$ cat src/rtl/pipelined_adder.sv
// pipelined_adder: WIDTH-bit add/subtract split into STAGES equal slices.
// Each stage adds one slice, registers its carry, and carries the operand bits
// that later slices still need. Valid/ready handshake on both ends; a stage
// moves forward whenever the stage after it can take its contents.
`timescale 1ns/1ps

module pipelined_adder #(
    parameter int WIDTH  = 32,
    parameter int STAGES = 4
) (
    input  logic             clk,
    input  logic             rst_n,
    input  logic             in_valid,
    output logic             in_ready,
    input  logic [WIDTH-1:0] in_a,
    input  logic [WIDTH-1:0] in_b,
    input  logic             in_cin,
    input  logic             in_sub,
    output logic             out_valid,
    input  logic             out_ready,
    output logic [WIDTH-1:0] out_sum,
    output logic             out_cout,
    output logic             out_ovf
);

    localparam int S    = WIDTH / STAGES;
    localparam int LAST = STAGES - 1;

    generate
        if ((STAGES < 1) || (STAGES > WIDTH) || ((WIDTH % STAGES) != 0)) begin : g_bad_params
            $error("pipelined_adder: WIDTH must be a multiple of STAGES, with 1 <= STAGES <= WIDTH");
        end
    endgenerate

    // Per-stage registers. Index k holds the state of pipeline stage k+1.
    logic [STAGES-1:0] v_q;
    logic [STAGES-1:0] c_q;
    logic [WIDTH-1:0]  sum_q [STAGES];
    logic [WIDTH-1:0]  a_q   [STAGES];
    logic [WIDTH-1:0]  b_q   [STAGES];
    logic              msbc_q;   // carry into bit WIDTH-1, captured by the final stage
    logic              run_q;    // low until the first clock after reset release

    // Per-stage inputs and next-state values.
    logic [STAGES-1:0] stage_rdy;
    logic [STAGES-1:0] src_v;
    logic [STAGES-1:0] src_c;
    logic [WIDTH-1:0]  src_a   [STAGES];
    logic [WIDTH-1:0]  src_b   [STAGES];
    logic [WIDTH-1:0]  src_sum [STAGES];
    logic [WIDTH-1:0]  nxt_sum [STAGES];
    logic [STAGES-1:0] nxt_c;
    logic              nxt_msbc;

    // Ready chain: a stage can advance unless it and every stage after it are
    // full while the consumer stalls. Written as a scan over the valid flags
    // so no ready bit depends on another ready bit.
    always_comb begin
        logic full_tail;
        full_tail = 1'b1;
        stage_rdy = '0;
        for (int unsigned i = 0; i < STAGES; i++) begin
            full_tail            = full_tail & v_q[LAST - i];
            stage_rdy[LAST - i]  = out_ready | ~full_tail;
        end
    end

    // Select what each stage would load: the input port for stage 1, the
    // previous stage's registers otherwise. Subtraction becomes A + ~B + 1 here.
    always_comb begin
        for (int unsigned k = 0; k < STAGES; k++) begin
            src_v[k]   = 1'b0;
            src_c[k]   = 1'b0;
            src_a[k]   = '0;
            src_b[k]   = '0;
            src_sum[k] = '0;
        end
        src_v[0]   = in_valid & run_q;
        src_a[0]   = in_a;
        src_b[0]   = in_sub ? ~in_b : in_b;
        src_c[0]   = in_sub | in_cin;
        src_sum[0] = '0;
        for (int unsigned k = 1; k < STAGES; k++) begin
            src_v[k]   = v_q[k-1];
            src_a[k]   = a_q[k-1];
            src_b[k]   = b_q[k-1];
            src_c[k]   = c_q[k-1];
            src_sum[k] = sum_q[k-1];
        end
    end

    // Slice adders: stage k+1 adds operand bits [k*S +: S] with the carry from
    // the stage before it and merges the result into the partial sum.
    always_comb begin
        logic [S:0] slice;
        slice    = '0;
        nxt_msbc = 1'b0;
        for (int unsigned k = 0; k < STAGES; k++) begin
            slice = {1'b0, src_a[k][k*S +: S]}
                  + {1'b0, src_b[k][k*S +: S]}
                  + {{S{1'b0}}, src_c[k]};
            nxt_sum[k]             = src_sum[k];
            nxt_sum[k][k*S +: S]   = slice[S-1:0];
            nxt_c[k]               = slice[S];
            if (k == LAST) begin
                // Sum bit = a ^ b ^ carry_in, so the carry into the MSB falls out
                // of the MSB sum bit and the two operand MSBs.
                nxt_msbc = slice[S-1] ^ src_a[k][WIDTH-1] ^ src_b[k][WIDTH-1];
            end
        end
    end

    // Pipeline registers: a ready stage takes its source valid flag, and its
    // data only when that source is valid; a stalled stage holds everything.
    always_ff @(posedge clk or negedge rst_n) begin
        if (!rst_n) begin
            run_q  <= 1'b0;
            v_q    <= '0;
            c_q    <= '0;
            msbc_q <= 1'b0;
            for (int unsigned k = 0; k < STAGES; k++) begin
                sum_q[k] <= '0;
                a_q[k]   <= '0;
                b_q[k]   <= '0;
            end
        end else begin
            run_q <= 1'b1;
            for (int unsigned k = 0; k < STAGES; k++) begin
                if (stage_rdy[k]) begin
                    v_q[k] <= src_v[k];
                    if (src_v[k]) begin
                        sum_q[k] <= nxt_sum[k];
                        c_q[k]   <= nxt_c[k];
                        if (k != LAST) begin
                            a_q[k] <= src_a[k];
                            b_q[k] <= src_b[k];
                        end
                    end
                end
            end
            if (stage_rdy[LAST] && src_v[LAST]) begin
                msbc_q <= nxt_msbc;
            end
        end
    end

    assign in_ready  = stage_rdy[0] & run_q;
    assign out_valid = v_q[LAST];
    assign out_sum   = sum_q[LAST];
    assign out_cout  = c_q[LAST];
    assign out_ovf   = msbc_q ^ c_q[LAST];

endmodule

$ cat config.mk
export PLATFORM = sky130hd
export DESIGN_NAME = pipelined_adder
export DESIGN_NICKNAME = d
export VERILOG_FILES = /design/src/rtl/pipelined_adder.sv
export SDC_FILE = /design/constraint.sdc
export NUM_CORES = 1
export LEC_CHECK = 0
export BUFFER_PORTS_ARGS = -buffer_cell sky130_fd_sc_hd__buf_4
export CAP_MARGIN = 20
export CORE_MARGIN = 4
export CORE_UTILIZATION = 55
export DETAILED_ROUTE_END_ITERATION = 7
export PLACE_DENSITY = 0.83
export SYNTH_ARGS = -nofsm -noshare
export SYNTH_HDL_FRONTEND = slang
export SYNTH_SLANG_ARGS = --single-unit
$ cat constraint.sdc
create_clock -name clk -period 3.37 [get_ports clk]
set_input_delay 0.1685 -clock clk [delete_from_list [all_inputs] [get_ports clk]]
set_output_delay 0.1685 -clock clk [all_outputs]
set_load 0.05 [all_outputs]
==> results.md, run 1 <==
* Final setup violation count at 0
* Fin crit share at 0.7564
* Fin nets at 891
* Area Growth Syn to Fin at 21.20%
* Total CTS buffers at 17
* Required time worst endpoint at 3680 ps
* Ys Warns at 0
* Post-synth top cells: dfrtp_1 (186), mux2_2 (126), nand2_1 (63), o21ai_0 (55), xnor2_1 (30)
* Reg2Reg Setup Slack at 820 ps
* Final worst setup slack at 821.0 ps
* GPL Wtd Cong at 0.8706
* F_max at 0.3923 GHz
* Core Region at 14,750 µm²
* # rows at 44
* Setup crit start: c_q[1]$_DFFE_PN0P_
* Pleak at 4.765 nW
* Reg clk slew, reported paths at 60 ps
* Syn_area_per_cell at 12.79 µm²
* Share of cells above drive strength 1 at 0.3471
* Slew Limit Headroom at 0.4866
* Status: completed
* Chip Width at 131.7 µm
* Hold Crit Class: in2reg
* FILL cells at 1,016
* FF-to-FF Start: c_q[1]$_DFFE_PN0P_
* Seq/Total Area, Yosys at 0.5531
* Grt ovf at 0
* Yosys reg bits at 186
* Clock latency at the later pin of the worst-skew pair at 420 ps
* Crit end category: flop
* Die ar. at 17,340 µm²
* Clock sink count at 186
* Post-DP HPWL at 11,260 µm
* Tmin final at 2549 ps
* Synth area leaders: dfrtp_1 (55%), mux2_2 (17%), ha_1 (4.2%)
* Worst hold slack at 21.17 ps
* Largest area contributor in the netlist: dfrtp_1
* Most frequent cell after synthesis: dfrtp_1
* Vias at 5,318
* Synth top area share at 0.5531
* Pre-CTS setup slack at 806.8 ps
* Max-slew violations at 0
* Hold Vio Cnt, Final at 0
* CTS tree: done
* Worst Hold Launch: in_b[15]
* DRT iter0 DRCs at 235
* Synth cell types at 43
* Setup TNS at 0 ps
* Core Util, Final at 0.6913
* Max Cap Viol at 0
* Synthesized area at 8416 µm²
* Worst-path fanout max at 3
* EDFF count, synth at 0
* Net count after synthesis at 764
* I/O Buffers at 105
* Mapped Cells at 658
* DR pass1 iterations at 4
* Vias in the first global route at 5,674
* CTS HTree Levels at 4
* RSZ-0062 raised after global routing: false
* Clock Skews at 11.20 ps
* GRT Total Usage at 0.1969
* Final WL at 16,360 µm
* VDD IR max at 0.5193 mV
* Power Dens Cells at 818.6 nW/µm²
* Post-CTS resize count at 0
* Clock buffer depth at 2
* Critical path class: reg2reg
* Largest net degree at the start of global routing at 100
* Initial core utilization at 0.5704
* Synth Flop Type: dfrtp_1
* WL per Instance at 16.66 µm
* # IOs at 106
* Worst slew pin tran at 770.0 ps
* Root buffer cell: clkbuf_16
* First-pass GRT wire length at 27,550 µm
* Vias per std cell at 5.415
* Drt drc at 0
* Fraction of registers with async set/reset at 1.000
* Post-route ant nets at 0
* Die height at 131.7 µm
* Antenna Diode Count at 0
* CP arrival at 2860 ps
* Worst Setup Start Kind: flop
* Initial antenna violation count at 0
==> final timing paths <==
kind	to	cells past startpoint
max reg2reg	c_q[2]$_DFFE_PN0P_	7
min in group asynchronous	out_sum[9]$_DFFE_PN0P_	2
min reg2reg	nxt_sum[66]$_DFFE_PN0P_	2
min	b_q[111]$_DFFE_PN0P_	3
max in group asynchronous	a_q[88]$_DFFE_PN0P_	3
max	c_q[2]$_DFFE_PN0P_	7
==> registers in the layout, indices dropped and copies added (netlist names) <==
name and cells:
run_q 1, out_sum 32, a_q 48, nxt_sum 48, b_q 48, c_q 4
msbc_q 1, v_q 4
==> cell families (layout without fill, tap and decap cells) <==
family,Yosys count,in the layout,share of synthesized area
and+or+nand+nor,93,93,0.04996
AOI/OAI and AO/OA,115,115,0.08460
buffers and inverters,47,187,0.02646
xor gates and xnor gates,54,54,0.05620
adders and majority gates,36,36,0.06066
other,1,1,0.0004456
muxes,126,126,0.1686
DFF,186,186,0.5531
==> per-layer routing <==
layer	share of wire	up-vias	track usage
met4	0.020	0	0.06709
met1	0.43	2637	0.2360
met5	0	-	0
met3	0.033	29	0.04625
met2	0.52	95	0.3501
li1	-	2557	-
==> cells in the final DEF (no fill, tap or decap), types with 4 or more instances in the layout <==
cell type | netlist | layout
dfrtp_1 | 186 | 186
mux2_2 | 126 | 126
buf_4 | 7 | 109
nand2_1 | 63 | 60
o21ai_0 | 55 | 55
xnor2_1 | 30 | 30
ha_1 | 28 | 28
dlygate4sd3_1 | 0 | 25
xor2_1 | 24 | 24
inv_1 | 18 | 18
clkbuf_16 | 0 | 17
a21oi_1 | 15 | 15
fa_1 | 8 | 8
o21a_1 | 7 | 7
nand2b_1 | 6 | 6
nor2_1 | 6 | 6
o31ai_1 | 6 | 6
a211oi_1 | 5 | 5
a21o_1 | 5 | 5
or2_2 | 4 | 4
==> through the flow <==
step	instances	cell area, µm²	total power, mW
3_5_place_dp	925	9370	6.408
5_1_grt	982	10200	8.819
4_1_cts	981	10190	8.409
6_report	982	10200	8.349
3_3_place_gp	925	9370	6.228
2_1_floorplan	658	8416	5.490
==> layout make-up <==
cell class              instances  area [µm²]  area share
flip-flops and latches        186        4654      0.4563
clock buffers                  22       464.2     0.04551
well taps                     184       230.2     0.02257
inverters                      18       67.56    0.006624
multi-input cells             425        3546      0.3476
repair buffers                137        1122      0.1100
clock inverters                10       115.1     0.01129
==> power breakdown <==
part | leakage (nW) | internal, mW | switching [mW]
registers | 2.27 | 2.95 | 0.440
clock network | 0.277 | 1.13 | 0.819
logic | 2.22 | 1.29 | 1.72
==> timing repair <==
| item | CTS | global route |
|---|---|---|
| setup buffers | 0 | 0 |
| hold endpoints to repair | 120 | 1 |
| hold buffers | 24 | 1 |
==> critical path, cell delays in order, from the launching register on <==
cell and delay [ps]:
dfrtp_1 400, fa_1 480, fa_1 430, a21o_1 180, a21oi_1 320, o21ai_0 180
o211a_1 180, o31a_1 270
(Power assumes the default switching activity.)
==> run 2: changes to the inputs <==
--- a/config.mk
+++ b/config.mk
@@ -5,12 +5,13 @@
 export SDC_FILE = /design/constraint.sdc
 export NUM_CORES = 1
 export LEC_CHECK = 0
+export ABC_AREA = 1
 export BUFFER_PORTS_ARGS = -buffer_cell sky130_fd_sc_hd__buf_4
 export CAP_MARGIN = 20
 export CORE_MARGIN = 4
-export CORE_UTILIZATION = 55
+export CORE_UTILIZATION = 53
 export DETAILED_ROUTE_END_ITERATION = 7
-export PLACE_DENSITY = 0.83
+export PLACE_DENSITY = 0.84
 export SYNTH_ARGS = -nofsm -noshare
 export SYNTH_HDL_FRONTEND = slang
 export SYNTH_SLANG_ARGS = --single-unit
==> constraint.sdc (replaced) <==
create_clock -name clk -period 2.3 [get_ports clk]
set_input_delay 0.115 -clock clk [delete_from_list [all_inputs] [get_ports clk]]
set_output_delay 0.115 -clock clk [all_outputs]
set_load 0.05 [all_outputs]
==> run 2 against run 1 <==
- die area grew 6.0%
- flip-flop and latch count is the same
- critical path depth fell by 1
- clock skew down 4.2 ps
- wire length grew 13%
- sequential share of layout area is 2.4 points lower
- fmax is 28% higher
- synthesized cell count grew 49%
- clock power is 74% higher
- critical path type unchanged
- largest cell class unchanged
==> results.md, run 2 <==
* Status: completed
* Largest area contributor in the netlist: dfrtp_1
* Final setup violation count at 0
* Worst slew pin tran at 675.4 ps
* Required time worst endpoint at 2660 ps
* Post-DP HPWL at 12,750 µm
* FILL cells at 1,219
* Antenna Diode Count at 0
* VDD IR max at 0.7301 mV
* Clock Power Share at 0.286
* # rows at 46
* Worst hold slack at 13.02 ps
* # IOs at 106
* Most frequent cell after synthesis: nand2_1
* Reg clk slew, reported paths at 70 ps
* Vias in the first global route at 6,464
* Synth area leaders: dfrtp_1 (54%), nand2_1 (16%), o21ai_0 (4.8%)
* Power share of the sequential group at 0.394
* Chip Width at 135.6 µm
* CP arrival at 2340 ps
* Ys Warns at 0
* Worst-path fanout max at 3
* Most frequent cells in the layout: nand2_1 (373), dfrtp_1 (186), buf_4 (114), inv_1 (92), o21ai_0 (83)
* Hold Crit Class: in2reg
* Slew Limit Headroom at 0.5492
* Max Cap Viol at 0
* EDFF count, synth at 0
* Largest net degree at the start of global routing at 65
* Total CTS buffers at 17
* WL per Instance at 13.68 µm
* First-pass GRT wire length at 31,250 µm
* Clock sink count at 186
* Hold Vio Cnt, Final at 0
* Die height at 135.6 µm
* Pleak at 5.649 nW
* Clock buffer depth at 2
* Clock latency at the later pin of the worst-skew pair at 430 ps
* Vias per std cell at 4.962
* Yosys reg bits at 186
* Clock Skews at 7.042 ps
* Critical path class: reg2reg
* Root buffer cell: clkbuf_16
* DR pass1 iterations at 5
* F_max at 0.5038 GHz
* Fin nets at 1,229
* Storage element area at 4654 µm²
* Fraction of registers with async set/reset at 1.000
* Synth cell types at 32
* Setup TNS at 0 ps
* Initial core utilization at 0.5413
* GRT Total Usage at 0.2132
* Area Growth Syn to Fin at 24.62%
* Critical path cell sequence: fa_1 > fa_1 > a21oi_1 > o21ai_0 > xor2_1 > o21ai_0
* Fin crit share at 0.8630
* Vias at 6,708
* NetSw at 4.261 mW
* Net count after synthesis at 1,085
* Synth Flop Type: dfrtp_1
* Core Util, Final at 0.6745
* I/O Buffers at 105
* Crit end category: flop
* Hold_buf cts at 48
* Worst Setup Start Kind: flop
* Synthesized area at 8630 µm²
* Post-synth top cells: nand2_1 (373), dfrtp_1 (186), inv_1 (92), o21ai_0 (83), xor2_1 (32)
* Die ar. at 18,390 µm²
* Share of cells above drive strength 1 at 0.1426
* Mapped Cells at 979
* Seq/Total Area, Yosys at 0.5394
* Core Region at 15,940 µm²
* Power Dens Cells at 1106 nW/µm²
* Int Power at 7.636 mW
* Post-CTS resize count at 0
* Max incr delay on CP at 480 ps
* Max-slew violations at 0
* CTS tree: done
* Tmin final at 1985 ps
* GPL Wtd Cong at 0.8491
* Logic pwr share at 0.320
* Post-route ant nets at 0
* Syn_area_per_cell at 8.815 µm²
* Commonest non-fill, non-tap cell in the layout: nand2_1
* RSZ-0062 raised after global routing: false
* Slowest-stage cell, CP: fa_1
* Multi-input gate area at 3402 µm²
* Initial antenna violation count at 0
* DRT iter0 DRCs at 431
* Switching Share at 0.3582
* CTS HTree Levels at 4
* Drt drc at 0
* Setup bufs post-CTS at 0
* Grt ovf at 0
* Synth top area share at 0.5394
* Final WL at 18,500 µm
run 2: worst paths after layout:
path / slack, ps / to / start / depth (start not counted)
min in group asynchronous: 160 / out_sum[9]$_DFFE_PN0P_ / rst_n / 2
max in group asynchronous: 1370 / b_q[84]$_DFFE_PN0P_ / rst_n / 3
hold / removal: 10 / b_q[117]$_DFFE_PN0P_ / in_b[21] / 4
setup / recovery: 320 / nxt_sum[44]$_DFFE_PN0P_ / c_q[0]$_DFFE_PN0P_ / 6
setup reg to reg: 320 / nxt_sum[44]$_DFFE_PN0P_ / c_q[0]$_DFFE_PN0P_ / 6
hold reg to reg: 470 / nxt_sum[10]$_DFFE_PN0P_ / nxt_sum[10]$_DFFE_PN0P_ / 2
run 2: layer usage:
layer,up-vias,part of all wire,track usage
li1,3365,-,-
met2,180,0.46,0.3272
met3,33,0.050,0.04160
met4,0,0.020,0.07055
met1,3130,0.47,0.3078
met5,-,0,0
run 2: cell type report:
class                           instances  share of cell area
Multi-Input combinational cell        658              0.3163
Inverter                               96             0.03374
Clock inverter                         14             0.02490
Sequential cell                       186              0.4328
Timing Repair Buffer                  164              0.1272
Tap cell                              216             0.02513
Clock buffer                           18             0.03991
run 2: worst max-delay path, delay by kind of cell (launching register included):
kind                     cells  cell delay (ps)
adder cells (fa/ha/maj)      2              930
AO/OA/AOI/OAI                3              430
XOR/XNOR                     1              150
flip-flops                   1              410
run 2: through the flow:
| step | cell area (µm²) | instances | setup WS [ps] | total power, mW |
|---|---|---|---|---|
| 3_5_place_dp | 9577 | 1272 | 310.5 | 8.451 |
| 3_3_place_gp | 9577 | 1272 | 406.5 | 8.316 |
| 6_report | 10750 | 1352 | 315.1 | 11.90 |
| 2_1_floorplan | 8630 | 979 | 370.4 | 7.252 |
| 4_1_cts | 10750 | 1352 | 323.3 | 11.95 |
| 5_1_grt | 10750 | 1352 | 206.4 | 12.58 |
run 2: power groups by stage:
| stage | Clock, mW | Combinational (mW) | Sequential (mW) |
|---|---|---|---|
| 6_report | 3.40 | 3.81 | 4.69 |
| 5_1_grt | 3.59 | 4.20 | 4.79 |
| 4_1_cts | 3.43 | 3.83 | 4.69 |
| 3_5_place_dp | 0 | 3.71 | 4.74 |
| 3_3_place_gp | 0 | 3.62 | 4.69 |
| 2_1_floorplan | 0 | 1.73 | 5.52 |
run 2: cells by family after synthesis:
| family | after synthesis | share of synthesized area |
|---|---|---|
| compound gates | 139 | 0.08279 |
| fa+ha+maj | 36 | 0.05916 |
| other cells | 1 | 0.0004346 |
| xor+xnor | 46 | 0.04669 |
| buf+inv | 135 | 0.06670 |
| flops | 186 | 0.5394 |
| simple gates | 436 | 0.2049 |
==> run 3: changes to the inputs <==
==> constraint.sdc (replaced) <==
create_clock -name clk -period 1.75 [get_ports clk]
set_input_delay 0.0875 -clock clk [delete_from_list [all_inputs] [get_ports clk]]
set_output_delay 0.0875 -clock clk [all_outputs]
set_load 0.05 [all_outputs]
==> run 3 against run 2 <==
- the flow now finishes with violations (negative setup slack)
- critical path depth increased by 2
- non-clock buffer count grew 21
- setup slack worse by 410 ps
- combinational power increased by 39%
- largest cell class unchanged
- highest routed layer unchanged
==> results.md, run 3 (same netlist as run 2, synthesis figures left out) <==
* CP arrival at 2170 ps
* First-pass GRT wire length at 33,640 µm
* Status: finished, violations left
* GPL Wtd Cong at 0.8560
* Reg clk slew, reported paths at 70 ps
* Critical Path End: c_q[1]$_DFFE_PN0P_
* Area Growth Syn to Fin at 27.30%
* DRT iter0 DRCs at 589
* Fin nets at 1,250
* Pleak at 5.742 nW
* Vias at 6,942
* Share of cells above drive strength 1 at 0.1780
* DR pass1 iterations at 5
* Required time worst endpoint at 2080 ps
* Initial core utilization at 0.5413
* RSZ-0062 raised after global routing: true
* Core Region at 15,940 µm²
* Critical path class: reg2reg
* # rows at 46
* Commonest non-fill, non-tap cell in the layout: nand2_1
* Vias in the first global route at 7,088
* Pre-CTS setup slack at -99.24 ps
* Crit end category: flop
* Post-route ant nets at 0
* Worst Setup Start Kind: flop
* Worst-path fanout max at 3
* Post-DP HPWL at 13,110 µm
* Failing checks: negative setup slack
* Setup crit start: c_q[0]$_DFFE_PN0P_
* Reg2Reg Depth at 8
* CTS tree: done
* CTS HTree Levels at 4
* VDD IR max at 0.9386 mV
* Max Cap Viol at 0
* Initial antenna violation count at 0
* Die ar. at 18,390 µm²
* Most frequent cells in the layout: nand2_1 (372), dfrtp_1 (186), buf_4 (126), inv_1 (88), o21ai_0 (75)
* Setup TNS at -235.6 ps
* FF-to-FF Start: c_q[0]$_DFFE_PN0P_
* Total CTS buffers at 17
* # IOs at 106
* I/O Buffers at 105
* Fin crit share at 1.051
* F_max at 0.5435 GHz
* Critical R2R Capture: c_q[1]$_DFFE_PN0P_
* Power Dens Cells at 1400 nW/µm²
* Chip Width at 135.6 µm
* Largest net degree at the start of global routing at 46
* Tmin final at 1840 ps
* GRT Total Usage at 0.2283
* Final worst setup slack at -90.07 ps
* Hold Crit Class: in2reg
* Clock sink count at 186
* Grt ovf at 0
* Clock latency at the later pin of the worst-skew pair at 440 ps
* Final setup violation count at 3
* Root buffer cell: clkbuf_16
* Reg2Reg Setup Slack at -90 ps
* Clock Skews at 7.897 ps
* Hold Vio Cnt, Final at 0
* Clock buffer depth at 2
* Drt drc at 0
* Final WL at 19,670 µm
* Vias per std cell at 5.056
* WL per Instance at 14.33 µm
* Antenna Diode Count at 0
* Die height at 135.6 µm
* Max-slew violations at 0
-- run 3: changes by cell type in the layout (fill, tap and decap cells not counted), moves of 5 or more --
cell / change
buf_12: +5
buf_4: +12
fa_1: -8
fa_2: +8
o21ai_0: -8
o21ai_1: +6
-- run 3: metal layers --
layer  vias up  wire length, µm  global-route usage
li1       3411                -                   -
met1      3294             8719              0.3072
met2       203             9557              0.3816
met3        34              988             0.03566
met4         0              409             0.07615
met5         -                0                   0
-- run 3: metrics by stage --
step	std cells	util	area, µm²	power, mW	hold slack (ps)
after global routing	1373	0.6891	10990	16.28	126.7
final	1373	0.6891	10990	15.37	70.80
after global placement	1285	0.6117	9752	10.98	37.72
after floorplan	979	-	8661	9.546	-208.1
after CTS	1371	0.6840	10900	15.27	61.99
after detailed placement	1285	0.6117	9752	11.19	39.67
-- run 3: worst max-delay path, stage by stage, from the launching register on --
cell	delay [ps]
dfrtp_1	420
fa_2	420
fa_2	400
nand4_1	110
nand3_1	90
nand2_1	90
nand3_1	70
nand2_1	90
nand2_1	50
-- run 3: worst min path at each step --
stage / start / endpoint / slack (ps) / depth (start not counted)
2_1_floorplan: rst_n / a_q[104]$_DFFE_PN0P_ / -210 / 0
3_3_place_gp: rst_n / out_sum[9]$_DFFE_PN0P_ / 40 / 1
3_5_place_dp: rst_n / out_sum[8]$_DFFE_PN0P_ / 40 / 1
4_1_cts: in_a[0] / nxt_sum[64]$_DFFE_PN0P_ / 60 / 4
5_1_grt: in_a[0] / nxt_sum[64]$_DFFE_PN0P_ / 130 / 4
6_report: in_a[0] / nxt_sum[64]$_DFFE_PN0P_ / 70 / 4
-- run 3: area by class of cell --
type,count,area [µm²]
clock buffer,17,425.4
multi-input combinational,658,3497
sequential,186,4654
tap,216,270.3
timing repair buffer,185,1599
clock inverter,15,176.4
inverter,96,362.8
fill,1147,4957
-- run 3: report_power, final --
part           leakage, nW  switching [mW]  internal (mW)
sequential            2.35           0.705           5.48
clock                0.289            1.65           2.24
combinational         3.11            3.41           1.88
total                 5.74            5.77           9.61
-- run 3: timing repair --
| action | 4_1_cts | 5_1_grt |
|---|---|---|
| endpoints found under the hold margin | 215 | 0 |
| pin swaps | 10 | 10 |
| hold buffers | 51 | 0 |
| setup buffers | 3 | 2 |
| endpoints found under the setup margin | 6 | 15 |
| gates resized for setup | 10 | 18 |
